===== src/rtl/bla_serial_sub_if.sv =====
// Start/ready/done handshake and operand/result bus for the serial borrow-lookahead subtractor.
interface bla_serial_sub_if #(
  parameter int nBITS = 16
);
  logic             start;
  logic [nBITS-1:0] ain;
  logic [nBITS-1:0] bin;
  logic             bbin;
  logic             ready;
  logic [nBITS-1:0] diff;
  logic             bout;
  logic             overflow;
  logic             done;

  modport master (
    output start, ain, bin, bbin,
    input  ready, diff, bout, overflow, done
  );

  modport slave (
    input  start, ain, bin, bbin,
    output ready, diff, bout, overflow, done
  );
endinterface


===== src/rtl/bla_serial_sub.sv =====
// Multi-cycle A - B - bbin, one 4-bit borrow-lookahead slice per clock, LSB nibble first.
// Optional SUB_SATURATE_EN: clamp diff to the signed range on two's-complement overflow.
module bla_serial_sub #(
  parameter int nBITS = 16
) (
  input  logic            clk,
  input  logic            reset,
  bla_serial_sub_if.slave bus
);
  localparam int SLICES = nBITS / 4;
  localparam int CNT_W  = (SLICES > 1) ? $clog2(SLICES) : 1;

  typedef enum logic [1:0] {IDLE, RUN, DONE} state_t;

  state_t           state_q, state_d;
  logic [CNT_W-1:0] cnt_q;
  logic [nBITS-1:0] a_p0, b_p0, acc_p0;
  logic             brw_p0;
  logic             accept, last;
  logic [4:0]       slc;
  logic [nBITS-1:0] raw;
  logic             ov;

  // Returns {c4, d[3:0]}; borrows expanded flat so no ripple inside the slice.
  function automatic logic [4:0] slice_sub(input logic [3:0] a, input logic [3:0] b,
                                           input logic c0);
    logic [3:0] g, p;
    logic [4:0] c;
    g    = ~a & b;
    p    = ~(a ^ b);
    c[0] = c0;
    c[1] = g[0] | (p[0] & c0);
    c[2] = g[1] | (p[1] & g[0]) | (p[1] & p[0] & c0);
    c[3] = g[2] | (p[2] & g[1]) | (p[2] & p[1] & g[0]) | (p[2] & p[1] & p[0] & c0);
    c[4] = g[3] | (p[3] & g[2]) | (p[3] & p[2] & g[1]) | (p[3] & p[2] & p[1] & g[0])
         | (p[3] & p[2] & p[1] & p[0] & c0);
    return {c[4], a ^ b ^ c[3:0]};
  endfunction

`ifdef SUB_SATURATE_EN
  function automatic logic [nBITS-1:0] sat_diff(input logic [nBITS-1:0] r, input logic ovf,
                                                input logic a_msb);
    if (!ovf)
      return r;
    return a_msb ? {1'b1, {(nBITS-1){1'b0}}} : {1'b0, {(nBITS-1){1'b1}}};
  endfunction
`endif

  assign accept    = bus.start & bus.ready;
  assign last      = (cnt_q == CNT_W'(SLICES - 1));
  assign slc       = slice_sub(a_p0[4*cnt_q +: 4], b_p0[4*cnt_q +: 4], brw_p0);
  assign bus.ready = (state_q == IDLE) || (state_q == DONE);
  assign bus.done  = (state_q == DONE);

  // The top nibble is still combinational when the last slice is processed.
  always_comb begin
    raw              = acc_p0;
    raw[nBITS-1 -: 4] = slc[3:0];
  end

  assign ov = (a_p0[nBITS-1] != b_p0[nBITS-1]) && (raw[nBITS-1] != a_p0[nBITS-1]);

  always_comb begin
    state_d = state_q;
    case (state_q)
      IDLE:    if (bus.start) state_d = RUN;
      RUN:     if (last) state_d = DONE;
      DONE:    state_d = bus.start ? RUN : IDLE;
      default: state_d = IDLE;
    endcase
  end

  always_ff @(posedge clk or posedge reset) begin
    if (reset) begin
      state_q <= IDLE;
      cnt_q   <= '0;
    end else begin
      state_q <= state_d;
      if (accept)
        cnt_q <= '0;
      else if (state_q == RUN)
        cnt_q <= last ? '0 : cnt_q + CNT_W'(1);
    end
  end

  // Work registers: operands latched on accept, then one slice per cycle.
  always_ff @(posedge clk) begin
    if (accept) begin
      a_p0   <= bus.ain;
      b_p0   <= bus.bin;
      brw_p0 <= bus.bbin;
    end else if (state_q == RUN) begin
      acc_p0[4*cnt_q +: 4] <= slc[3:0];
      brw_p0               <= slc[4];
    end
  end

  // Result registers: updated only on the completion edge.
  always_ff @(posedge clk or posedge reset) begin
    if (reset) begin
      bus.diff     <= '0;
      bus.bout     <= 1'b0;
      bus.overflow <= 1'b0;
    end else if (state_q == RUN && last) begin
`ifdef SUB_SATURATE_EN
      bus.diff     <= sat_diff(raw, ov, a_p0[nBITS-1]);
`else
      bus.diff     <= raw;
`endif
      bus.bout     <= slc[4];
      bus.overflow <= ov;
    end
  end
endmodule


===== src/flat_wrapper.sv =====
// flat-port wrapper written by rule: the top's interface ports become plain ports
module bla_serial_sub_flat 
#(
  parameter int nBITS = 16
)
  (clk, reset, bus_start, bus_ain, bus_bin, bus_bbin, bus_ready, bus_diff, bus_bout, bus_overflow, bus_done);
  bla_serial_sub_if #(.nBITS(nBITS)) bus_i ();
  input  logic clk;
  input  logic reset;
  input wire logic [$bits(bus_i.start)-1:0] bus_start;
  input wire logic [$bits(bus_i.ain)-1:0] bus_ain;
  input wire logic [$bits(bus_i.bin)-1:0] bus_bin;
  input wire logic [$bits(bus_i.bbin)-1:0] bus_bbin;
  output wire logic [$bits(bus_i.ready)-1:0] bus_ready;
  output wire logic [$bits(bus_i.diff)-1:0] bus_diff;
  output wire logic [$bits(bus_i.bout)-1:0] bus_bout;
  output wire logic [$bits(bus_i.overflow)-1:0] bus_overflow;
  output wire logic [$bits(bus_i.done)-1:0] bus_done;
  assign bus_i.start = bus_start;
  assign bus_i.ain = bus_ain;
  assign bus_i.bin = bus_bin;
  assign bus_i.bbin = bus_bbin;
  assign bus_ready = bus_i.ready;
  assign bus_diff = bus_i.diff;
  assign bus_bout = bus_i.bout;
  assign bus_overflow = bus_i.overflow;
  assign bus_done = bus_i.done;
  bla_serial_sub #(.nBITS(nBITS)) u_core (.clk(clk), .reset(reset), .bus(bus_i));
endmodule

===== config.mk =====
export PLATFORM = sky130hd
export DESIGN_NAME = bla_serial_sub_flat
export DESIGN_NICKNAME = d
export VERILOG_FILES = /design/src/rtl/bla_serial_sub_if.sv /design/src/rtl/bla_serial_sub.sv /design/src/flat_wrapper.sv
export SDC_FILE = /design/constraint.sdc
export NUM_CORES = 1
export LEC_CHECK = 0
export CORE_MARGIN = 10
export CORE_UTILIZATION = 44
export DETAILED_ROUTE_END_ITERATION = 16
export GPL_TIMING_DRIVEN = 0
export PLACE_DENSITY = 0.7
export SLEW_MARGIN = 10
export SYNTH_ARGS = -nofsm -noshare
export SYNTH_HDL_FRONTEND = slang
export SYNTH_SLANG_ARGS = --single-unit

===== constraint.sdc =====
create_clock -name clk -period 6.7 [get_ports clk]
set_input_delay 1.005 -clock clk [delete_from_list [all_inputs] [get_ports clk]]
set_output_delay 1.005 -clock clk [all_outputs]
set_load 0.02 [all_outputs]

==> metrics.txt <==
Comb pwr share 44.6%; H-Tree Level Count 3; FF+latch area 1900 sq um; Avg Inst Size Synth 15.9 sq um; Cell Pwr Density 483 nW/um^2; Crit path buffers/inverters 2; post-DR vias/cell 4.96; CTS tree built; Resized Gates After CTS 0; Root Buffer clkbuf_8; largest net degree at the start of global routing 33; Final Hold Viols 0; filler cell count 491; count leader, synth edfxtp_1; fin crit period 2.95 ns; Primary FF master, synth edfxtp_1; VDD IR max 0.260 mV; Pre-antenna DRT Iters 4; GR Util All Layers 11.0%; buffers added on ports 55; Total Routed Length 5020 um; multi-input logic area 782 sq um; # IOs 56; Setup violations, final 0; RSZ-0062 raised after global routing no; die width 99.0 um; Clock Path Buffers 2; total power draw 1.72 mW; diode count 0; vias 1582; outcome complete, no violations; GR Util met3 4.75%; Synth Instances 173; Clk pwr share 17.2%; area grow syn2layout 29.8%; Critical Path RT 6.78 ns; Rows 28; DRT iter0 DRCs 32; Die Span Y 99.0 um; initial antenna violation count 0; Initial Util 45.9%; Sink Count 67; cell-internal power 1.10 mW; Yosys reg bits 67; Critical Path Fanout Max 10; vias in the first global route 1734; GP Congestion 0.813; Seq pwr share 38.2%; post-synthesis sequential area ratio 69.2%; layout cells sized above 1 15.2%; Sw Pwr 0.616 mW; Setup Buffers After CTS 0; nets@finish 285; total gr overflow 0; final setup TNS 0 ns; worst-skew pair later-pin latency 0.34 ns; drt drc 0; number of synthesized flops with an enable pin 45; Hold Crit Class register to register; kind of critical path register to register; met1 usage 13.3%; yosys warns 0; area share of the largest cell type after synthesis 49.2%; Setup crit start kind register; final antenna-violating net count 0; CP dominant cell by count buf_2; slowest CP cell mux4_2; Synth cell types 33; DIE AREA 9800 sq um; Synth area leaders edfxtp_1 (49%), dfrtp_1 (20%), mux4_2 (6.6%), mux2_2 (4.9%), ha_1 (4.1%); top cells by count, synth edfxtp_1 (45), dfrtp_1 (22), nor2_1 (13); Critical Path Max Stage Delay 0.59 ns; Clock transition at path regs 0.07 ns; first-pass GRT wire length 8630 um; Data arrival, critical path 3.03 ns; Placement Setup Slack 3.72 ns; DP Wirelength 3820 um; Synth async-reset ratio 32.8%; worst-margin pin slew 1.17 ns; period utilisation layout 44.1%; WL/cell 15.7 um; Slew HR 22.1%; Slew Viols, Final 0; Final Skew 0.00806 ns; syn_nets 219; P_leak 1.38 nW; maximum clock rate 339 MHz; CP endpoint kind register; Max-cap violations 0; GR Layer Usage met2 16.2%; CTS Hold Buffers Added 0; Most Crowded Layer GR met2; core area 5990 sq um; Synth Cell Area 2750 sq um; switching part of the total 35.8%; total CTS buffers 9; crit path cell chain buf_2 > buf_2 > mux4_2 > ha_1 > a21o_1 > and4_4 > nor3_2 > nor2_1; Layout Utilization 59.5%; largest area contributor in the netlist edfxtp_1; CP top delay family simple AND/OR/NAND/NOR gates; setup ws final 3.75 ns
==> power groups by stage <==
stage	logic, mW	registers, mW	clock network (mW)
floorplan	0.447	0.723	0
global placement	0.763	0.665	0
detailed placement	0.780	0.668	0
CTS	0.782	0.661	0.302
global route	0.854	0.676	0.320
finish	0.768	0.658	0.295
==> through the flow <==
step           cell area (sq um)  cells  hold WS [ns]
3_5_place_dp                3390    303         0.465
3_3_place_gp                3390    303         0.460
2_1_floorplan               2750    173         0.455
6_report                    3570    319         0.477
4_1_cts                     3570    319         0.480
5_1_grt                     3570    319         0.494
==> cell usage in the layout, fill, tap and decap left out, types with 2 or more instances in the layout <==
| master | count |
|---|---|
| clkdlybuf4s50_1 | 55 |
| nor3b_1 | 2 |
| nand2_1 | 8 |
| o22ai_1 | 2 |
| clkbuf_8 | 9 |
| mux2_2 | 12 |
| nor2_1 | 13 |
| nor2b_1 | 2 |
| clkinv_2 | 2 |
| inv_1 | 11 |
| or3_1 | 2 |
| ha_1 | 9 |
| nor3_1 | 2 |
| clkbuf_1 | 6 |
| dfrtp_1 | 22 |
| mux4_2 | 8 |
| buf_2 | 3 |
| o21ai_0 | 7 |
| a21oi_1 | 4 |
| edfxtp_1 | 45 |
| and2_1 | 4 |
==> final cells by class <==
class | count | area share [%]
multi-input cells | 90 | 21.9
plain buffers | 5 | 0.632
flip-flops and latches | 67 | 53.3
clock inverters | 2 | 0.281
clock buffers | 14 | 4.60
inverters | 11 | 1.16
well taps | 75 | 2.63
repair buffers | 55 | 15.4
==> metal layers <==
layer	up-vias	routed length, um
met1	751	2190
met5	-	0
met2	55	2270
li1	765	-
met4	0	121
met3	11	437
==> cell families after synthesis <==
group / synth area share (%)
fa+ha+maj: 4.83
compound gates: 3.92
simple gates: 7.60
xor+xnor: 0.638
mux: 11.5
buf+inv: 2.32
flops: 69.2
==> state kept, by name, summed over array words and instances (netlist names) <==
signal and count:
u_core.a_p0 16, u_core.bus.diff 16, u_core.bus.overflow 1, u_core.acc_p0 12, u_core.state_q 2, u_core.b_p0 16
u_core.bus.bout 1, u_core.brw_p0 1, u_core.cnt_q 2
==> final timing paths <==
kind                       cells after the start               from                  end  slack (ns)
setup / recovery                               8    u_core.cnt_q[0]    u_core.acc_p0[11]        3.75
hold / removal                                 1  u_core.acc_p0[10]  u_core.bus.diff[10]        0.48
setup reg to reg                               8    u_core.cnt_q[0]    u_core.acc_p0[11]        3.75
hold reg to reg                                1  u_core.acc_p0[10]  u_core.bus.diff[10]        0.48
max in group asynchronous                      2              reset   u_core.bus.diff[3]        5.02
min in group asynchronous                      2              reset  u_core.bus.overflow        1.15
Note: power is estimated with default switching activity, not from simulation.
